--- src/rtl/serial_word_shifter.sv ---
// Parallel-to-serial shifter feeding a serial detector: a WIDTH-bit word is accepted
// through load/ready and emitted one bit per clock, followed by GAP forced-zero cycles.
module serial_word_shifter #(
    parameter int WIDTH     = 8,
    parameter bit MSB_FIRST = 1'b1,
    parameter int GAP       = 2
) (
    input  logic             clk,
    input  logic             rst,
    input  logic [WIDTH-1:0] data_in,
    input  logic             load,
    output logic             ready,
    output logic             x_out,
    output logic             bit_valid,
    output logic             done,
    output logic             busy
);

    localparam int            CNT_MAX    = (WIDTH > GAP) ? WIDTH : GAP;
    localparam int            CW         = $clog2(CNT_MAX + 1);
    localparam logic [CW-1:0] LAST_BIT   = CW'(WIDTH - 1);
    localparam logic [CW-1:0] PENULT_BIT = CW'(WIDTH - 2);
    localparam logic [CW-1:0] LAST_GAP   = (GAP > 0) ? CW'(GAP - 1) : '0;

    typedef enum logic [1:0] {
        S_IDLE,
        S_SHIFT,
        S_GAP
    } state_t;

    state_t            state_q;
    logic [WIDTH-1:0]  shift_q;
    logic [CW-1:0]     count_q;

    logic              accept;
    logic              first_bit;
    logic              next_bit;
    logic [WIDTH-1:0]  load_shift_d;
    logic [WIDTH-1:0]  shift_d;

    // Decoded from state/count only, so load never reaches ready combinationally.
    assign ready = (state_q == S_IDLE) ||
                   ((GAP == 0) && (state_q == S_SHIFT) && (count_q == LAST_BIT));
    assign accept = load & ready;

    // The shift register holds only the bits not yet presented on x_out.
    assign first_bit    = MSB_FIRST ? data_in[WIDTH-1] : data_in[0];
    assign load_shift_d = MSB_FIRST ? (data_in << 1)   : (data_in >> 1);
    assign next_bit     = MSB_FIRST ? shift_q[WIDTH-1] : shift_q[0];
    assign shift_d      = MSB_FIRST ? (shift_q << 1)   : (shift_q >> 1);

    // NOTE: all state and registered outputs use non-blocking assignments so every
    // register samples pre-edge values regardless of statement order.
    always_ff @(posedge clk or negedge rst) begin
        if (!rst) begin
            state_q   <= S_IDLE;
            shift_q   <= '0;
            count_q   <= '0;
            x_out     <= 1'b0;
            bit_valid <= 1'b0;
            done      <= 1'b0;
            busy      <= 1'b0;
        end else if (accept) begin
            state_q   <= S_SHIFT;
            shift_q   <= load_shift_d;
            count_q   <= '0;
            x_out     <= first_bit;
            bit_valid <= 1'b1;
            done      <= 1'b0;
            busy      <= 1'b1;
        end else begin
            case (state_q)
                S_IDLE: begin
                    x_out     <= 1'b0;
                    bit_valid <= 1'b0;
                    done      <= 1'b0;
                    busy      <= 1'b0;
                end
                S_SHIFT: begin
                    if (count_q == LAST_BIT) begin
                        count_q   <= '0;
                        x_out     <= 1'b0;
                        bit_valid <= 1'b0;
                        done      <= 1'b0;
                        if (GAP > 0) begin
                            state_q <= S_GAP;
                            busy    <= 1'b1;
                        end else begin
                            state_q <= S_IDLE;
                            busy    <= 1'b0;
                        end
                    end else begin
                        count_q <= count_q + 1'b1;
                        shift_q <= shift_d;
                        x_out   <= next_bit;
                        done    <= (count_q == PENULT_BIT);
                    end
                end
                S_GAP: begin
                    if (count_q == LAST_GAP) begin
                        state_q <= S_IDLE;
                        count_q <= '0;
                        busy    <= 1'b0;
                    end else begin
                        count_q <= count_q + 1'b1;
                    end
                end
                default: begin
                    state_q <= S_IDLE;
                end
            endcase
        end
    end

endmodule

--- config.mk ---
export PLATFORM = sky130hd
export DESIGN_NAME = serial_word_shifter
export DESIGN_NICKNAME = d
export VERILOG_FILES = /design/src/rtl/serial_word_shifter.sv
export SDC_FILE = /design/constraint.sdc
export NUM_CORES = 1
export LEC_CHECK = 0
export CAP_MARGIN = 0
export CORE_MARGIN = 2
export CORE_UTILIZATION = 51
export DETAILED_ROUTE_END_ITERATION = 10
export PLACE_DENSITY = 0.88
export SLEW_MARGIN = 10
export SYNTH_ARGS = -nofsm -noshare
export SYNTH_HDL_FRONTEND = slang
export SYNTH_SLANG_ARGS = --single-unit
--- constraint.sdc ---
create_clock -name clk -period 3.53 [get_ports clk]
set_input_delay 0.353 -clock clk [delete_from_list [all_inputs] [get_ports clk]]
set_output_delay 0.353 -clock clk [all_outputs]
set_load 0.02 [all_outputs]
---- Word-level counts from Yosys, hierarchy flattened ----
Index checks and enable logic that the tools add are counted.
storage, ports and cells
  flip-flop bits (word level) ............. 18
  input port bits ......................... 11
  output and inout bits ................... 5
  word-level logic and storage cells ...... 51
cells by class
  $add $sub $neg .......................... 1
  eq/ne operators ......................... 9
  multiplexer cells ....................... 24
  bitwise gates (word level) .............. 1
  reductions and logical operators ........ 9
operator list
  cell                                            number
  two-way mux 8 bit                               3
  two-way mux 4 bit                               3
  two-way mux 1 bit                               9
  == test 4 x 3 -> 1 bit (second input constant)  2
  one-hot mux 4 bit (2 select lines)              1
  two-way mux 2 bit                               3
  != test 3 bit (second input constant)           2
  one-hot mux 1 bit (2 select lines)              3
  one-hot mux 2 bit (3 select lines)              1
  AND reduction 3 bit                             2
  nonzero test 3 bit                              2
  adder 4 x 1 -> 4 bit (second input constant)    1
  == test 4 x 1 -> 1 bit (second input constant)  1
  AND reduction 2 bit                             2
  nonzero test 4 bit                              1
  one-hot mux 1 bit (3 select lines)              1
  == test 2 x 1 -> 1 bit (second input constant)  1
  == test 2 bit (second input constant)           1
  zero test 2 bit                                 1
  != test 2 x 1 -> 1 bit (second input constant)  1
  != test 2 bit (second input constant)           1
  nonzero test 2 bit                              1
  bitwise AND 1 bit                               1

---- Logic depth before layout (Yosys ltp) ----
Gate-level depths: netlist (run 1).
  depth in word-level cells ............... 4
  gate-level depth with buffers ........... 5
  depth with buffers taken out ............ 5

---- Worst setup path after synthesis (run 1) ----
OpenSTA, ideal clock, no wires.
  kind .................................... reg2reg
  start point ............................. register count_q[1]
  end point ............................... register count_q[2]
  library setup time ...................... 0.134 ns
  data arrival time ....................... 1.280 ns
  path slack .............................. 2.116 ns
  cell stages (with the launch flop) ...... 6
  buffers on the path ..................... 0
  cell sequence ........................... dfrtp_1 -> inv_1 -> ha_1 -> or3b_4 -> a211oi_2 -> a211oi_1
between the ends
  word-level cells in the longest chain between the ends .. 4
RTL lines
  item                                                RTL line  RTL
  from (decl)                                         33        logic [CW-1:0] count_q;
  from (signal assigned)                              93        count_q <= count_q + 1'b1;
  from (signal assigned)                              105       count_q <= count_q + 1'b1;
  adder 4 x 1 -> 4 bit, or another cell as far along  93, 105
  two-way mux 4 bit, on equally long branches         100, 80
  one-hot mux 4 bit (2 select lines) *                72        case (state_q)
  two-way mux 4 bit *                                 63        end else if (accept) begin
Every way passes the cells marked *; elsewhere a longest branch is shown, timed or not.
A chain may end at the register's enable or synchronous reset.

---- Worst setup path after layout (run 1) ----
  start point ............................. register state_q[1]
  end point ............................... output port ready
between the ends
  word-level cells in the longest chain between the ends .. 1
RTL lines
  item                    RTL line  RTL
  from (decl)             31        state_t state_q;
  from (signal assigned)  56        state_q <= S_IDLE;
  from (signal assigned)  64        state_q <= S_SHIFT;
  from (signal assigned)  86        state_q <= S_GAP;
  zero test 2 bit         42        assign ready = (state_q == S_IDLE) ||
  to (decl)               12        output logic ready,
No other way between the ends.

==> summary.txt, run 1 <==
Global routing
  • Vias in the first global route: 728
  • Grt ovf: 0
  • All-layer global routing usage: 0.218
  • Pin count of the biggest net entering global routing: 18
  • Initial antenna violation count: 0
  • First-pass GRT wire length: 3340 um

CTS
  • Maximum root-to-sink buffer count: 2
  • Clk root buf: clkbuf_4
  • TritonCTS clock tree: done
  • Clk sink count: 17
  • CTS-repair resized insts: 0
  • CTS H-tree lvls: 1
  • Worst-skew pair later-pin latency: roughly 0.3 ns
  • Setup repair bufs after CTS: 0
  • CTS buffer count: 3
  • Clk slew on worst S/H paths: about 0.10 ns
  • Hold buffers post-CTS: 0

Power and ir drop
  • NetSw: 0.390 mW
  • Comb pwr share: 0.470
  • Pwr dens: roughly 800 nW/um^2
  • Sw Share: 0.428
  • Pint: 0.522 mW
  • Seq pwr share: 0.410
  • Clock network power share: 0.120
  • Maximum VDD drop: 494 uV
  • Leak: 0.454 nW
  • Total power: approximately 0.9 mW

Setup path
  • CP Capture Type: output port
  • Slowest stage cell, crit path: clkdlybuf4s50_1
  • Crit path largest cell delay: about 0.63 ns
  • Number of buffers and inverters on the critical path: 1
  • CP delay by family, top: buffers and inverters
  • Crit Path Category: reg2out
  • Crit path cell chain: nor2_1 -> clkdlybuf4s50_1
  • CP Max Fanout: 17
  • Arr. time, crit path: between 1.5 and 2 ns
  • Critical Path RT: 3.18 ns
  • Worst setup SP type: register

Timing
  • Period minus WS final: between 2 and 2.5 ns
  • Rel. slew slack: 0.505
  • Crit share post-route: 0.588
  • RSZ-0062 raised after global routing: false
  • FMAX: between 400 and 500 MHz
  • Final Slew Violations: 0
  • Worst Max-Slew Pin Slew: 0.740 ns
  • Final setup violation count: 0
  • Setup TNS: 0 ns
  • Clk_skew: 0.00144 ns
  • Final Hold Fails: 0

Synth
  • Seq/Total Area, Yosys: 0.446
  • Cell Area, Synth: roughly 950 um^2
  • Syn Nets: approximately 110
  • Synth Instances: 100
  • Unique masters post-synth: 33
  • Leading area contributor after synthesis: dfrtp_1
  • Synth Register Bits: 17
  • Avg Inst Size Synth: 9.55 um^2
  • Area share of the largest cell type after synthesis: 0.446
  • Synth top area cells: dfrtp_1 45%, a21oi_1 5.8%, o21ai_0 5.8%
  • Yosys warns: 0

Die
  • Die area: 2230 um^2
  • Core Box Area: 1750 um^2
  • Starting density of the core: 0.547
  • Die W: 47.3 um
  • IO Pins: 16
  • Std-Cell Rows: 15
  • Die Height: 47.3 um

Placement
  • I/O Buffers: 15
  • DP HPWL: ~1400 um
  • Placer Congestion: 0.854

Worst hold path
  • Worst hold path type: in2async

Routing
  • Initial drt markers: 37
  • DR WL/cell: 14.8 um
  • DRC Markers: 0
  • Antenna-violating nets left: 0
  • Drt via density: a little under 6
  • First-pass iteration count of the detailed router: 4
  • Final WL: 2020 um
  • Met2 Wirelength: 924 um
  • Top sig layer: met4
  • Vias post-DR: 810
  • WL met1: a little under 900 um
  • Routed wl met3: 166 um

Status
  • Run status: finished clean

Final layout
  • N_diodes: 0
  • Area Overhead vs Synth: 17.0%
  • Filler instances: 136
  • Share of layout cells above drive strength 1: 0.0625
  • # nets final: 127

Run
  • Max_cap viols: 0
-- metal layers --
metal,GRT usage,up-vias
met5,0,-
met4,0.117,0
met3,0.0269,7
met2,0.314,43
met1,0.320,367
li1,-,393
-- area by class of cell --
class | instances | area (um^2) | area share
Clock inverter | 1 | 5.00 | 0.00448
Tap cell | 25 | 31.3 | 0.0280
Inverter | 3 | 11.3 | 0.0101
Multi-Input combinational cell | 73 | 472 | 0.422
Timing Repair Buffer | 15 | 150 | 0.134
Clock buffer | 3 | 22.5 | 0.0202
Sequential cell | 17 | 425 | 0.381
-- path summary, 6_finish.rpt --
| path | slack (ns) | endpoint | startpoint | cells past startpoint |
|---|---|---|---|---|
| max reg2reg | 1.89 | count_q[3] | state_q[1] | 3 |
| min reg2reg | 0.53 | x_out | x_out | 2 |
| max | 1.46 | ready | state_q[1] | 2 |
| min | 0.48 | x_out | rst | 1 |
| min in group clk | 0.53 | x_out | x_out | 2 |
| max in group asynchronous | 2.59 | shift_q[3] | rst | 1 |
-- cells by family after synthesis --
kind of cell	Yosys count	synth area share
simple gates	31	0.202
compound gates	38	0.242
fa+ha+maj	3	0.0393
flops	17	0.446
mux	1	0.0105
buf+inv	10	0.0603
-- cells in the mapped netlist (all sizes together) --
master and number:
mux2i 1, nor3 1, a211o 1, nor3b 2
buf 7, inv 3, nand3b 1, or3b 2
a31oi 6, nor4bb 2, a21oi 11, o221ai 1
a32o 1, nor2b 4, o21ai 12, nand2 3
nand2b 3, o32ai 1, o211ai 1, dfrtp 17
nor2 9, o21a 1, nand4 1, nand3 2
and3b 1, a211oi 3, ha 3
-- stage by stage --
stage	utilization	hold WS, ns	instances	setup slack [ns]	area [um^2]
3_3_place_gp	0.624	0.498	133	1.82	1090
5_1_grt	0.640	0.552	137	1.38	1120
4_1_cts	0.640	0.513	137	1.46	1120
2_1_floorplan	-	0.0574	100	2.12	955
6_report	0.640	0.480	137	1.46	1120
3_5_place_dp	0.624	0.500	133	1.81	1090
-- power groups by stage --
stage | clock [mW] | combinational, mW | sequential, mW
finish | 0.110 | 0.429 | 0.373
detailed placement | 0 | 0.425 | 0.376
floorplan | 0 | 0.331 | 0.355
CTS | 0.112 | 0.428 | 0.372
global placement | 0 | 0.408 | 0.371
global route | 0.116 | 0.475 | 0.391
-- cell usage in the layout (no fill, tap or decap), types with 3 or more instances in the layout --
master,n
dfrtp_1,17
clkdlybuf4s50_1,15
o21ai_0,11
a21oi_1,11
nor2_1,9
a31oi_1,6
nor2b_1,4
inv_1,3
nand2b_1,3
nand2_1,3
ha_1,3
clkbuf_4,3
-- state kept, by name, indices dropped and copies added (netlist names) --
signal,flops
shift_q,7
count_q,4
state_q,2
bit_valid,1
busy,1
done,1
x_out,1
Note: power is estimated with default switching activity, not from simulation.
==> run 2: changes to the inputs <==
--- a/config.mk
+++ b/config.mk
@@ -7,9 +7,9 @@
 export LEC_CHECK = 0
 export CAP_MARGIN = 0
 export CORE_MARGIN = 2
-export CORE_UTILIZATION = 51
+export CORE_UTILIZATION = 46
 export DETAILED_ROUTE_END_ITERATION = 10
-export PLACE_DENSITY = 0.88
+export PLACE_DENSITY = 0.84
 export SLEW_MARGIN = 10
 export SYNTH_ARGS = -nofsm -noshare
 export SYNTH_HDL_FRONTEND = slang
==> constraint.sdc (replaced) <==
create_clock -name clk -period 1.7 [get_ports clk]
set_input_delay 0.17 -clock clk [delete_from_list [all_inputs] [get_ports clk]]
set_output_delay 0.17 -clock clk [all_outputs]
set_load 0.02 [all_outputs]
==> run 2 against run 1 <==
Power up 110%. Global-route usage shrank 2.6 points. Combinational power increased by 130%. Utilization decreased by 4.3 points. Die area increased by 9.9%. Highest routed layer unchanged. Critical endpoint is now count_q[2]. Largest power group unchanged. Cell count increased by 6.6%. Sequential cell count unchanged. Sequential share of layout area shrank 1.6 points. First-iteration DRC count increased by 30%.
==> summary.txt, run 2 (synthesized netlist as in run 1, its figures left out) <==
Setup path
  • Arr. time, crit path: 1.79 ns (+0.07 ns)
  • Crit path largest cell delay: 0.49 ns (-0.14 ns)
  • Slowest stage cell, crit path: dfrtp_2
  • Critical Path RT: 1.88 ns (-1.30 ns)
  • Worst Setup SP: state_q[1]
  • Worst path most repeated cell: buf_4
  • Reg2reg start: state_q[1]
  • Worst setup SP type: register
  • Crit Path Category: reg2reg
  • CP Capture Type: register
  • CP Max Fanout: 10 (-7)
  • Crit path cell chain: buf_4 -> buf_4 -> nor3_1 -> a21oi_1 -> a211oi_1

Global routing
  • Initial antenna violation count: 0 (unchanged)
  • Vias in the first global route: 815 (+12%)
  • Pin count of the biggest net entering global routing: 12 (-6)
  • First-pass GRT wire length: 3520 um (+5.4%)
  • Grt ovf: 0 (unchanged)
  • All-layer global routing usage: 0.192 (-0.0261)

Final layout
  • N_diodes: 0 (unchanged)
  • Area Overhead vs Synth: 22.7%
  • Multi-input gate area: 472 um^2 (unchanged)
  • Top flop regs: shift_q: 7 flops, count_q: 4 flops, state_q: 2 flops
  • Filler instances: 169 (+24%)
  • Largest Register: shift_q
  • # nets final: 134 (+5.5%)
  • Share of layout cells above drive strength 1: 0.118 (+0.0551)
  • Commonest cells after routing, fill and taps aside: 16 x dfrtp_1, 14 x clkdlybuf4s50_1, 11 x o21ai_0, 11 x a21oi_1, 9 x nor2_1
  • Number of flip-flops in the largest register: 7 (unchanged)
  • Storage cell area: 427 um^2 (+0.29%)
  • Commonest non-fill, non-tap cell in the layout: dfrtp_1

Routing
  • Final WL: 2190 um (+8.3%)
  • Drt via density: 5.88 (-0.60%)
  • Vias post-DR: 858 (+5.9%)
  • Initial drt markers: 48 (+30%)
  • First-pass iteration count of the detailed router: 4 (unchanged)
  • DRC Markers: 0 (unchanged)
  • DR WL/cell: 15.0 um (+1.6%)
  • Antenna-violating nets left: 0 (unchanged)

Worst hold path
  • Worst hold path type: in2async

Power and ir drop
  • Pint: 1.15 mW (+120%)
  • Comb pwr share: 0.507 (+0.037)
  • Clock network power share: 0.108 (-0.012)
  • Maximum VDD drop: 821 uV (+66%)
  • Leak: 0.488 nW (+7.4%)
  • Sw Share: 0.415 (-0.0122)
  • Seq pwr share: 0.386 (-0.024)
  • Pwr dens: 1670 nW/um^2 (+110%)
  • Total power: 1.96 mW (+110%)
  • NetSw: 0.814 mW (+110%)

CTS
  • Maximum root-to-sink buffer count: 2 (unchanged)
  • CTS buffer count: 3 (unchanged)
  • Worst-skew pair later-pin latency: 0.29 ns (about the same)
  • Clk slew on worst S/H paths: 0.10 ns (about the same)
  • Hold buffers post-CTS: 0 (unchanged)
  • TritonCTS clock tree: done
  • CTS H-tree lvls: 1 (unchanged)
  • Clk sink count: 17 (unchanged)
  • Clk root buf: clkbuf_4

Timing
  • Worst Max-Slew Pin Slew: 0.447 ns (-0.293 ns)
  • Crit share post-route: 0.948
  • Rel. slew slack: 0.701 (+0.196)
  • Final setup violation count: 0 (unchanged)
  • Period minus WS final: 1.61 ns
  • RSZ-0062 raised after global routing: false
  • Final Hold Fails: 0 (unchanged)
  • FMAX: 620 MHz
  • Clk_skew: 0.00709 ns (+0.00565 ns)
  • Final Slew Violations: 0 (unchanged)
  • Setup TNS: 0 ns (unchanged)

Placement
  • I/O Buffers: 15 (unchanged)
  • Placer Congestion: 0.769 (-10%)
  • DP HPWL: 1630 um (+14%)

Die
  • Std-Cell Rows: 16 (+1)
  • IO Pins: 16 (unchanged)
  • Die area: 2460 um^2 (+9.9%)
  • Die W: 49.6 um (+4.8%)
  • Starting density of the core: 0.487 (-0.0603)
  • Die Height: 49.6 um (+4.8%)
  • Core Box Area: 1960 um^2 (+12%)

Status
  • Run status: finished clean

Run
  • Max_cap viols: 0 (unchanged)
run 2: cell count changes in the layout (fill, tap and decap cells not counted):
cell | previous run | this run
dfrtp_1 | 17 | 16
buf_4 | 0 | 7
clkdlybuf4s50_1 | 15 | 14
clkinv_2 | 1 | 0
dlygate4sd2_1 | 0 | 1
clkbuf_1 | 0 | 1
dfrtp_2 | 0 | 1
run 2: timing repair:
| item | in CTS | in global routing |
|---|---|---|
| resized for setup | 1 | 1 |
| endpoints found under the setup margin | 1 | 1 |
| pin swaps | 0 | 0 |
| buffers inserted | 0 | 0 |
run 2: stage by stage:
stage	area, um^2	setup WS [ns]	std cells	util	hold WS (ns)
finish	1170	0.0876	146	0.597	0.182
floorplan	955	0.286	100	-	-0.126
CTS	1170	0.0662	146	0.596	0.192
global route	1170	0.00162	146	0.597	0.199
detailed placement	1140	0.0763	142	0.584	0.514
global placement	1140	0.200	142	0.584	0.499
run 2: final cells by class:
type / instances / share of cell area
inverters: 3 / 0.00962
well taps: 27 / 0.0288
multi-input cells: 73 / 0.403
flip-flops and latches: 17 / 0.364
clock buffers: 4 / 0.0224
repair buffers: 22 / 0.172
run 2: critical path, delay by kind of cell (launching register included):
kind	cells	cell delay, ns
AND/OR/NAND/NOR	1	0.26
flip-flops	1	0.49
AO/OA/AOI/OAI	2	0.43
buffers and inverters	2	0.32
run 2: metal layers:
| metal | part of all wire | GRT usage | wire length, um |
|---|---|---|---|
| met1 | 0.40 | 0.220 | 880 |
| met5 | 0 | 0 | 0 |
| met3 | 0.072 | 0.0394 | 157 |
| met4 | 0.025 | 0.125 | 55 |
| met2 | 0.50 | 0.322 | 1090 |
run 2: path summary, 6_finish.rpt:
check	end	slack, ns	depth (start not counted)
max	count_q[2]	0.09	5
max reg2reg	count_q[2]	0.09	5
min	count_q[0]	0.18	1
min in group clk	shift_q[3]	0.46	3
min reg2reg	done	0.53	1
max in group asynchronous	shift_q[4]	1.02	2
run 2: power groups by stage:
stage | logic (mW) | clock network, mW | registers [mW]
CTS | 0.990 | 0.218 | 0.753
global placement | 0.951 | 0 | 0.750
finish | 0.993 | 0.211 | 0.756
global route | 1.09 | 0.234 | 0.784
detailed placement | 0.990 | 0 | 0.763
floorplan | 0.687 | 0 | 0.737
==> run 3: changes to the inputs <==
--- a/config.mk
+++ b/config.mk
@@ -8,6 +8,7 @@
 export CAP_MARGIN = 0
 export CORE_MARGIN = 2
 export CORE_UTILIZATION = 46
+export CTS_BUF_LIST = sky130_fd_sc_hd__clkbuf_4 sky130_fd_sc_hd__clkbuf_8 sky130_fd_sc_hd__clkbuf_16
 export DETAILED_ROUTE_END_ITERATION = 10
 export PLACE_DENSITY = 0.84
 export SLEW_MARGIN = 10
==> run 3 against run 2 <==
Cell count did not move. Power rose by 0.99%. Via count rose by 1.4%. Sequential share of layout area fell by 0.12 points. Non-clock buffer count did not move. Hold slack got worse by 0.0011 ns. Clock-buffer cell count did not move. Critical endpoint unchanged. Largest power group unchanged. Die area did not move. Critical path type unchanged.
==> summary.txt, run 3 (synthesized netlist as in run 1, its figures left out) <==
Timing
  • RSZ-0062 raised after global routing: false
  • Worst Max-Slew Pin Slew: 0.448 ns (+0.000609 ns)
  • Period minus WS final: 1.63 ns (+0.0184 ns)
  • Crit share post-route: 0.959 (+0.0108)
  • FMAX: 613 MHz (-1.1%)
  • Clk_skew: 0.00662 ns (-0.000465 ns)
  • Final Hold Fails: 0 (unchanged)
  • Final Slew Violations: 0 (unchanged)
  • Setup ws final: 0.0692 ns (-0.0184 ns)
  • Rel. slew slack: 0.700 (about the same)
  • Setup TNS: 0 ns (unchanged)
  • Final setup violation count: 0 (unchanged)

Power and ir drop
  • Maximum VDD drop: 820 uV (about the same)
  • Clock network power share: 0.115 (+0.007)
  • Leak: 0.491 nW (+0.70%)
  • Pwr dens: 1680 nW/um^2 (+0.66%)
  • Comb pwr share: 0.503 (-0.004)
  • Pint: 1.16 mW (+1.4%)
  • Sw Share: 0.413 (-0.00241)
  • Seq pwr share: 0.382 (-0.004)
  • Total power: 1.98 mW (+0.99%)
  • NetSw: 0.818 mW (+0.40%)

Setup path
  • Reg2reg start: state_q[1]
  • Critical R2R Capture: count_q[2]
  • CP Capture Type: register
  • Arr. time, crit path: 1.81 ns (+0.02 ns)
  • R2r setup slk: 0.07 ns (-0.02 ns)
  • CP Max Fanout: 10 (unchanged)
  • Worst setup SP type: register
  • Critical Path RT: 1.88 ns (about the same)
  • Cells on worst reg2reg path: 5 (unchanged)
  • Crit Path Category: reg2reg

Final layout
  • Area Overhead vs Synth: 23.1%
  • Share of layout cells above drive strength 1: 0.126 (+0.00840)
  • Commonest cells after routing, fill and taps aside: 16 x dfrtp_1, 14 x clkdlybuf4s50_1, 11 x o21ai_0, 11 x a21oi_1, 9 x nor2_1
  • Final std cells w/o fill: 146 (unchanged)
  • Number of flip-flops in the largest register: 7 (unchanged)
  • Top flop regs: shift_q: 7 flops, count_q: 4 flops, state_q: 2 flops
  • N_diodes: 0 (unchanged)
  • # nets final: 134 (unchanged)
  • Largest Register: shift_q
  • Commonest non-fill, non-tap cell in the layout: dfrtp_1
  • Filler instances: 167 (-1.2%)

Routing
  • Antenna-violating nets left: 0 (unchanged)
  • Initial drt markers: 48 (unchanged)
  • First-pass iteration count of the detailed router: 4 (unchanged)
  • Drt via density: 5.96 (+1.4%)
  • Final WL: 2200 um (+0.37%)
  • DRC Markers: 0 (unchanged)
  • DR WL/cell: 15.0 um (+0.37%)
  • Vias post-DR: 870 (+1.4%)

Die
  • Die W: 49.6 um (unchanged)
  • Die area: 2460 um^2 (unchanged)
  • Core Box Area: 1960 um^2 (unchanged)
  • Starting density of the core: 0.487 (unchanged)
  • Std-Cell Rows: 16 (unchanged)
  • IO Pins: 16 (unchanged)
  • Die Height: 49.6 um (unchanged)

Placement
  • Placer Congestion: 0.769 (unchanged)
  • I/O Buffers: 15 (unchanged)
  • DP Worst Slack: 0.0763 ns (unchanged)
  • Cell count after placement: 142 (unchanged)
  • DP HPWL: 1630 um (unchanged)

Worst hold path
  • Worst hold path type: in2async

Global routing
  • Vias in the first global route: 815 (unchanged)
  • All-layer global routing usage: 0.192 (unchanged)
  • Grt ovf: 0 (unchanged)
  • First-pass GRT wire length: 3520 um (unchanged)
  • Initial antenna violation count: 0 (unchanged)
  • Pin count of the biggest net entering global routing: 12 (unchanged)

CTS
  • CTS buffer count: 3 (unchanged)
  • Setup repair bufs after CTS: 0 (unchanged)
  • Worst-skew pair later-pin latency: 0.29 ns (about the same)
  • Clk sink count: 17 (unchanged)
  • Maximum root-to-sink buffer count: 2 (unchanged)
  • CTS H-tree lvls: 1 (unchanged)
  • Clk root buf: clkbuf_4
  • Clk slew on worst S/H paths: 0.10 ns (about the same)
  • TritonCTS clock tree: done

Status
  • Run status: finished clean

Run
  • Max_cap viols: 0 (unchanged)
==> run 3: cell types whose count changed in the layout (fill, tap and decap cells not counted) <==
cell,before,now
clkbuf_1,1,0
clkbuf_4,3,4
==> run 3: per-layer routing <==
layer	share of wire	track usage
met5	0	0
met3	0.078	0.0394
met1	0.40	0.220
met4	0.035	0.125
met2	0.49	0.322
==> run 3: through the flow <==
step	instance area [um^2]	hold slack, ns	util
floorplan	955	-0.126	-
global placement	1140	0.499	0.584
detailed placement	1140	0.514	0.584
CTS	1170	0.191	0.598
global route	1170	0.199	0.599
finish	1170	0.181	0.599
==> run 3: worst max-delay path, cell delays in order (launching register included) <==
cell and delay, ns:
dfrtp_2 0.49, buf_4 0.17, buf_4 0.15, nor3_1 0.27
a21oi_1 0.15, a211oi_1 0.29
==> run 3: worst max-delay path by stage <==
stage,start,endpoint,slack [ns],depth (start not counted)
after floorplan,count_q[1],count_q[2],0.29,5
after global placement,load,shift_q[2],0.20,4
after detailed placement,state_q[1],count_q[2],0.08,5
after CTS,state_q[1],count_q[2],0.07,5
after global routing,count_q[0],shift_q[2],0.001,4
final,state_q[1],count_q[2],0.07,5
==> run 3: repair_timing <==
action | 4_1_cts | 5_1_grt
endpoints found under the setup margin | 1 | 1
hold buffers | 0 | 0
gates resized for setup | 1 | 1
endpoints found under the hold margin | 0 | 0
==> run 3: layout make-up <==
class | count | area [um^2] | share of cell area
multi-input combinational | 73 | 472 | 0.401
sequential | 17 | 427 | 0.363
timing repair buffer | 22 | 201 | 0.171
tap | 27 | 33.8 | 0.0288
clock buffer | 4 | 30.0 | 0.0256
inverter | 3 | 11.3 | 0.00958
==> run 3: power by group through the flow <==
stage / clock network [mW] / logic (mW) / registers [mW]
floorplan: 0 / 0.687 / 0.737
global placement: 0 / 0.951 / 0.750
detailed placement: 0 / 0.990 / 0.763
CTS: 0.234 / 0.990 / 0.753
global route: 0.250 / 1.09 / 0.784
finish: 0.227 / 0.996 / 0.756
